$ cat src/rtl/mopshub_clk_pkg.sv
// Shared constants and divisor clamping for the MOPS-Hub clock tree.
package mopshub_clk_pkg;

    localparam int DIV_W = 28;
    localparam logic [DIV_W-1:0] MIN_DIV     = 28'd2;
    localparam logic [DIV_W-1:0] DEFAULT_DIV = 28'd4;

    function automatic logic [DIV_W-1:0] clamp_div(input logic [DIV_W-1:0] n);
        return (n < MIN_DIV) ? MIN_DIV : n;
    endfunction

endpackage

$ cat src/rtl/mopshub_clock_divider.sv
// Synchronous integer clock divider: registered divided clock, period tick,
// phase counter and a shadowed divisor that switches only at a period wrap.
module mopshub_clock_divider #(
    parameter int               DIV_W   = mopshub_clk_pkg::DIV_W,
    parameter logic [DIV_W-1:0] DIVISOR = DIV_W'(mopshub_clk_pkg::DEFAULT_DIV)
) (
    input  logic             clock_in,
    input  logic             rst,
    input  logic             en,
    input  logic             div_load,
    input  logic [DIV_W-1:0] div_value,
    output logic             clock_out,
    output logic             tick,
    output logic [DIV_W-1:0] count,
    output logic [DIV_W-1:0] div_active
);
    import mopshub_clk_pkg::*;

    localparam int PW = mopshub_clk_pkg::DIV_W;

    function automatic logic [DIV_W-1:0] fit_div(input logic [DIV_W-1:0] v);
        return DIV_W'(clamp_div(PW'(v)));
    endfunction

    localparam logic [DIV_W-1:0] RST_DIV = fit_div(DIVISOR);

    logic             last;
    logic [DIV_W-1:0] count_next;
    logic [DIV_W-1:0] load_div;
    logic [DIV_W-1:0] pend_div;
    logic             pend_vld;

    always_comb begin
        last       = (count == div_active - DIV_W'(1));
        count_next = last ? '0 : count + DIV_W'(1);
        load_div   = fit_div(div_value);
    end

    // Wrap decision and outputs use the old divisor; a new one starts at count 0.
    always_ff @(posedge clock_in) begin
        if (rst) begin
            div_active <= RST_DIV;
            count      <= RST_DIV - DIV_W'(1);
            clock_out  <= 1'b0;
            tick       <= 1'b0;
            pend_vld   <= 1'b0;
        end else begin
            tick <= 1'b0;
            if (en) begin
                count     <= count_next;
                clock_out <= (count_next < (div_active >> 1));
                tick      <= last;
            end
            if (en && last) begin
                if (div_load) begin
                    div_active <= load_div;
                end else if (pend_vld) begin
                    div_active <= pend_div;
                end
                pend_vld <= 1'b0;
            end else if (div_load) begin
                pend_div <= load_div;
                pend_vld <= 1'b1;
            end
        end
    end

endmodule

$ cat config.mk
export PLATFORM = sky130hd
export DESIGN_NAME = mopshub_clock_divider
export DESIGN_NICKNAME = d
export VERILOG_FILES = /design/src/rtl/mopshub_clk_pkg.sv /design/src/rtl/mopshub_clock_divider.sv
export SDC_FILE = /design/constraint.sdc
export NUM_CORES = 1
export LEC_CHECK = 0
export ABC_AREA = 1
export ABC_CLOCK_PERIOD_IN_PS = 8500
export CAP_MARGIN = 20
export CORE_MARGIN = 2
export CORE_UTILIZATION = 60
export DETAILED_ROUTE_END_ITERATION = 12
export PLACE_DENSITY = 0.86
export SLEW_MARGIN = 0
export SYNTH_ARGS = -nofsm -noshare
export SYNTH_HDL_FRONTEND = slang
export SYNTH_SLANG_ARGS = --single-unit
export TNS_END_PERCENT = 20
$ cat constraint.sdc
create_clock -name clock_in -period 8.5 [get_ports clock_in]
set_clock_uncertainty 0.2 [all_clocks]
set_input_delay 1.275 -clock clock_in [delete_from_list [all_inputs] [get_ports clock_in]]
set_output_delay 1.275 -clock clock_in [all_outputs]
set_load 0.02 [all_outputs]
==> results of run 1 <==
==> synth_stat cells, types with 3 or more instances <==
cell type,count,area (µm²)
xor2_1,28,245.2
nor2_2,7,43.79
inv_2,9,33.78
inv_1,101,379.1
clkbuf_1,48,180.2
nor2_4,6,67.56
dfxtp_1,59,1181
o211ai_1,3,22.52
o21ai_1,11,55.05
nand4_1,27,168.9
ha_1,28,350.3
buf_6,3,33.78
a21oi_1,35,175.2
nor2_1,99,371.6
nand2_1,213,799.5
buf_2,3,15.01
nand3_1,37,185.2
xnor2_1,12,105.1
o21ai_0,45,225.2
nand3b_1,6,45.04
edfxtp_1,28,840.8
nand2_2,4,25.02
a211oi_1,8,60.06
nor3_1,6,30.03
a31oi_1,28,175.2
o21bai_1,4,30.03
nor4_1,14,87.58
==> how the worst min path moves through the flow <==
| stage | startpoint | to | slack [ns] | cells after the start |
|---|---|---|---|---|
| after floorplan | pend_vld | pend_vld | 0.27 | 2 |
| after global placement | clock_out | clock_out | 0.29 | 2 |
| after detailed placement | pend_vld | pend_vld | 0.30 | 2 |
| after CTS | clock_out | clock_out | 0.31 | 2 |
| after global routing | clock_out | clock_out | 0.33 | 2 |
| final | clock_out | clock_out | 0.30 | 2 |
==> kinds of logic after synthesis <==
group                    count (synthesis)
AND/OR/NAND/NOR                        427
buffers and inverters                  165
AO/OA/AOI/OAI                          137
flip-flops                              87
XOR/XNOR                                41
adder cells (fa/ha/maj)                 28
==> layout by cell type (no fill, tap or decap), types with 8 or more instances in the layout <==
| master | synthesis | routed |
|---|---|---|
| a211oi_1 | 8 | 8 |
| a21oi_1 | 35 | 35 |
| a31oi_1 | 28 | 28 |
| clkbuf_8 | 0 | 10 |
| clkdlybuf4s50_1 | 0 | 89 |
| dfxtp_1 | 59 | 59 |
| edfxtp_1 | 28 | 28 |
| ha_1 | 28 | 28 |
| inv_1 | 101 | 101 |
| inv_2 | 9 | 9 |
| nand2_1 | 213 | 213 |
| nand3_1 | 37 | 37 |
| nand4_1 | 27 | 27 |
| nor2_1 | 99 | 98 |
| nor2_2 | 7 | 8 |
| nor4_1 | 14 | 14 |
| o21ai_0 | 45 | 45 |
| o21ai_1 | 11 | 11 |
| xnor2_1 | 12 | 12 |
| xor2_1 | 28 | 28 |
==> flip-flops by register name, summed over array words and instances, names as in the netlist <==
name / cells
clock_out: 1
pend_div: 28
pend_vld: 1
tick: 1
div_active: 28
count: 28
==> report_power, final <==
part	internal [mW]	switching (mW)
registers	0.445	0.0211
clock network	0.118	0.168
logic	0.0774	0.104
==> critical path, cell delays in order <==
cell and delay, ns:
clkdlybuf4s50_1 1.11, inv_1 0.71, nor2_2 0.25, buf_4 0.35
==> per-stage QoR <==
stage	total power, mW	worst slack (ns)	hold WS (ns)	cells	util [%]
6_report	0.9332	4.610	0.3038	1072	72.71
5_1_grt	0.9762	4.243	0.3291	1072	72.71
4_1_cts	0.9305	4.614	0.3113	1072	72.71
3_5_place_dp	0.6547	4.234	0.2953	1056	70.80
3_3_place_gp	0.6514	4.241	0.2929	1056	70.80
2_1_floorplan	0.5920	4.857	0.2699	885	-
==> final cells by class <==
type	instances	area, µm²
inverter	111	416.7
multi-input combinational	633	3402
timing repair buffer	92	913.4
clock inverter	6	48.80
sequential	87	2022
clock buffer	10	137.6
tap	133	166.4
fill	812	2668
==> routing by layer <==
layer	vias to the layer above	track usage, %	part of all wire, %
li1	2998	-	-
met1	2652	39.16	46
met2	217	44.91	45
met3	43	4.367	6.2
met4	0	11.00	3.2
met5	-	0	0
==> results by group, run 1 <==
Status
  • Status: finished clean

Die
  • Area of the core: a little under 10000 µm²
  • Die Y: between 100 and 150 µm
  • FP Rows: 36
  • Die width: between 100 and 150 µm
  • Initial Util: 62.07%
  • Die area: between 10000 and 15000 µm²
  • Boundary Pins: 90

Routing
  • Vias per cell: about 5.5
  • DR vias: 5910
  • Post-route DRC: 0
  • WL/cell: 14.40 µm
  • Routed WL: 15430 µm
  • Iter 0 DRT Violations: around 350
  • Drt pass-1 iters: 5
  • ANT nets after route: 0

STA
  • RSZ-0062 raised after global routing: false
  • Final worst path period need: slightly below 4 ns
  • Achievable clock frequency: ~260 MHz
  • Fin crit share: roughly 46%
  • Final setup fails: 0
  • Actual slew at the worst max-slew pin: 1.045 ns
  • Final Slew Violations: 0
  • Relative slew margins: 30.16%
  • Final Hold Fails: 0
  • Setup TNS: 0 ns

Logic synthesis
  • Post-Synth XOR/XNOR Area: under 10%
  • Simple-gate share of the synthesized area: roughly a third
  • Seq/Total Area, Yosys: roughly a third
  • Post-Syn Area per Cell: 6.855 µm²
  • Mapped Cells: around 900
  • Synth unique cells: 37
  • Synth async-reset ratio: 0%
  • Post-synth EDFFs: 28
  • Syn Std Cell Area: ~6100 µm²
  • Main synth FF type: dfxtp_1
  • Yosys reg bits: slightly below 90
  • Largest family of logic cells by synthesized area: simple AND/OR/NAND/NOR gates
  • YS warnings: 0
  • Synth Area in Adders: 5.774%
  • Multiplexer share of the synthesized area: 0%
  • Compound-Gate Fraction of Synth Area: 12.70%
  • Post-Syn Nets: approximately 950

Place
  • DP Area: about 6900 µm²
  • PortBufs: 89
  • Global placer's final weighted congestion: about 0.91
  • Detailed placement HPWL: 11740 µm

Clock tree
  • Clock Path Buffers: 2
  • H-tree Lvls: 3
  • Clk slew on worst S/H paths: approximately 0.10 ns
  • CTS tree: yes
  • Root Buffer: clkbuf_8
  • # clock sinks: just under 90
  • Setup Buffers After CTS: 0
  • Post-cts sizing count: 0
  • Worst skew pair latency: 0.36 ns
  • Hold buffers post-CTS: 0
  • Inserted Clock Buffers: 9

Global routing
  • Largest net degree at the start of global routing: 57
  • Total GRT Usage: 28.42%
  • Total grt overflow: 0
  • First-pass GRT wire length: around 25000 µm
  • Initial antenna violation count: 0
  • Vias in the first global route: around 5300

Worst hold path
  • Worst hold-check path type: flop to flop

Layout
  • Post-layout instance area: roughly 7100 µm²
  • Area grow syn2layout: 17.14%
  • Antenna cells: 0
  • Ratio of cells with drive above 1 in the final layout: roughly 5.8%
  • Fin nets: roughly 990

Worst setup path
  • Critical Path Start: div_load
  • RR Startpoint: div_active[0]
  • Reg2reg setup slack: between 4 and 5 ns
  • Worst R2R End: div_active[18]
  • Crit path capture: pend_div[9]
  • Worst Setup End Kind: flop
  • R2R cell count: 18
  • Worst Path Max Fanout: 30
  • Critical Path AT: ~3.7 ns
  • CP Class: primary input to flop
  • Crit path launch type: primary input
  • Data required time of the worst path: 8.32 ns

Run
  • Max-Cap Viols: 0

Power and ir drop
  • Worst IR Drop VDD: 0.0001287 V
  • Lkg Pwr: slightly above 3 nW
  • Power per cell area: around 130 nW/µm²
Note: power is estimated with default switching activity, not from simulation.
==> run 2: changes to the inputs <==
--- a/config.mk
+++ b/config.mk
@@ -6,12 +6,12 @@
 export NUM_CORES = 1
 export LEC_CHECK = 0
 export ABC_AREA = 1
-export ABC_CLOCK_PERIOD_IN_PS = 8500
+export ABC_CLOCK_PERIOD_IN_PS = 3300
 export CAP_MARGIN = 20
 export CORE_MARGIN = 2
-export CORE_UTILIZATION = 60
+export CORE_UTILIZATION = 50
 export DETAILED_ROUTE_END_ITERATION = 12
-export PLACE_DENSITY = 0.86
+export PLACE_DENSITY = 0.76
 export SLEW_MARGIN = 0
 export SYNTH_ARGS = -nofsm -noshare
 export SYNTH_HDL_FRONTEND = slang
==> constraint.sdc (replaced) <==
create_clock -name clock_in -period 3.3 [get_ports clock_in]
set_clock_uncertainty 0.2 [all_clocks]
set_input_delay 0.495 -clock clock_in [delete_from_list [all_inputs] [get_ports clock_in]]
set_output_delay 0.495 -clock clock_in [all_outputs]
set_load 0.02 [all_outputs]
==> run 2 against run 1 <==
  * The run now ends with setup timing left
  * Largest power group unchanged
  * Via count up 13%
  * Worst setup slack worse by 4.7 ns
  * First-iteration DRC count up 120%
  * Die area up 19%
  * Highest routed layer unchanged
  * Design area up 21%
  * Sequential share of layout area down 4.8 points
  * Clock-buffer cell count unchanged
  * Combinational power rose to 3.4 times the previous value
  * Sequential power rose to 2.6 times the previous value
  * Final cell count up 15%
  * Register-to-register slack worse by 4.8 ns
==> results by group, run 2 (same netlist as run 1, synthesis figures left out) <==
Place
  • Placed cell count: 1189
  • PortBufs: 89
  • Global placer's final weighted congestion: 0.9573
  • DP Area: a little under 8000 µm²
  • Pre-CTS setup slack: -0.1380 ns
  • Detailed placement HPWL: 14200 µm

STA
  • Final Hold Fails: 0
  • Final setup fails: 1
  • Minimum hold slack: around 0.31 ns
  • Fin worst setup slack: -0.1017 ns
  • Final worst path period need: 3.402 ns
  • Setup TNS: -0.1017 ns
  • RSZ-0062 raised after global routing: true
  • Final Slew Violations: 0
  • Actual slew at the worst max-slew pin: between 0.4 and 0.5 ns
  • Achievable clock frequency: between 200 and 300 MHz
  • Relative slew margins: between 60% and 70%
  • Fin crit share: 103.1%

Routing
  • Iter 0 DRT Violations: 760
  • WL/cell: 16.23 µm
  • Vias per cell: 5.441
  • Drt pass-1 iters: 5
  • Post-route DRC: 0
  • DR vias: 6681
  • Routed WL: 19930 µm
  • ANT nets after route: 0

Run
  • Max-Cap Viols: 0

Layout
  • Biggest regs: count (28), div_active (28), pend_div (28)
  • Register Area: just over 2000 µm²
  • Commonest non-fill, non-tap cells in the layout: 206 x nand2_1, 140 x buf_4, 96 x inv_1
  • Multi-input logic area: roughly 3700 µm²
  • Final Instance Count excl. Fillers: approximately 1200
  • Area grow syn2layout: 41.97%
  • Ratio of cells with drive above 1 in the final layout: 23.59%
  • Post-layout instance area: between 8000 and 9000 µm²
  • Most common cell after layout, fill and taps aside: nand2_1
  • Fillers: 930
  • Core Util, Final: around 72%
  • Fin nets: 1136
  • Antenna cells: 0

Worst setup path
  • Worst Path Max Fanout: 3
  • Critical Path AT: around 3.5 ns
  • Crit path largest cell delay: ~0.36 ns
  • Reg2reg setup slack: -0.10 ns
  • Crit-path leading delay family: simple AND/OR/NAND/NOR gates
  • Data required time of the worst path: roughly 3.4 ns
  • Crit path buf inv count: 8
  • Crit path launch type: flop
  • Worst Setup End Kind: flop
  • CP Class: flop to flop
  • CP max stage cell: dfxtp_2

Clock tree
  • Root Buffer: clkbuf_16
  • H-tree Lvls: 3
  • Inserted Clock Buffers: 9
  • Clock Path Buffers: 2
  • CTS tree: yes
  • # clock sinks: 87
  • Clk slew on worst S/H paths: roughly 0.070 ns
  • Worst skew pair latency: between 0.3 and 0.4 ns

Global routing
  • Largest net degree at the start of global routing: 40
  • Vias in the first global route: about 6000
  • Total grt overflow: 0
  • Total GRT Usage: between 30 and 40%
  • First-pass GRT wire length: 30410 µm
  • Initial antenna violation count: 0

Die
  • Initial Util: roughly half
  • Area of the core: about 12000 µm²
  • Die area: 13030 µm²
  • Die Y: between 100 and 150 µm
  • FP Rows: 40
  • Die width: 114.2 µm
  • Boundary Pins: 90

Power and ir drop
  • Lkg Pwr: 3.941 nW
  • Worst IR Drop VDD: between 0.0003 and 0.0004 V
  • Total chip power: between 2 and 3 mW
  • Power per cell area: 334.8 nW/µm²

Worst hold path
  • Worst hold-check path type: flop to flop

Status
  • Status: finished, violations left
  • Failing checks: setup timing
## run 2: path summary, 6_finish.rpt
kind              from   endpoint  cells past startpoint
max reg2reg   count[0]  clock_out                     27
min          clock_out  clock_out                      2
min reg2reg  clock_out  clock_out                      2
max           count[0]  clock_out                     27
## run 2: routing by layer
layer	global-route usage [%]	vias up	routed length, µm
li1	-	3289	-
met3	4.182	55	1677
met5	0	-	0
met4	10.98	0	670
met1	41.68	2997	8624
met2	48.02	340	8961
## run 2: repair_timing
action	CTS	global route
endpoints found under the setup margin	1	7
gates cloned	1	0
hold buffers	0	0
gates resized for setup	43	39
pin swaps	24	31
setup buffers	15	8
## run 2: report_power, final
group / switching [mW] / total, mW / internal, mW
logic: 0.335 / 0.610 / 0.275
clock network: 0.472 / 1.08 / 0.611
registers: 0.0430 / 1.19 / 1.15
## run 2: layout make-up
class                   count  area share (%)
clock buffers              10           2.775
clock inverters             6          0.7699
inverters                 111           4.837
multi-input cells         634           42.71
flip-flops and latches     87           23.61
well taps                 147           2.135
repair buffers            233           23.17
## run 2: worst register-to-register path, cell delays in order (launching register included)
cell	delay, ns
dfxtp_2	0.36
inv_2	0.06
nor3_4	0.19
inv_2	0.06
nor2_1	0.14
inv_1	0.10
nor2_2	0.10
inv_2	0.06
nor2_4	0.12
nand2_2	0.09
nor2_4	0.11
inv_2	0.07
nor2_4	0.13
nand2_2	0.09
nor2_4	0.12
buf_4	0.12
inv_1	0.04
o21ai_0	0.13
nand3_1	0.11
inv_1	0.08
ha_1	0.24
a21oi_1	0.11
o21ai_0	0.09
a21oi_1	0.12
nor2_1	0.05
nor2_1	0.08
nand2_1	0.05
a21oi_1	0.12
==> run 3: changes to the inputs <==
--- a/config.mk
+++ b/config.mk
@@ -6,7 +6,6 @@
 export NUM_CORES = 1
 export LEC_CHECK = 0
 export ABC_AREA = 1
-export ABC_CLOCK_PERIOD_IN_PS = 3300
 export CAP_MARGIN = 20
 export CORE_MARGIN = 2
 export CORE_UTILIZATION = 50
==> results of run 3 <==
The final DEF is identical to that of run 2; final timing and power are the same.
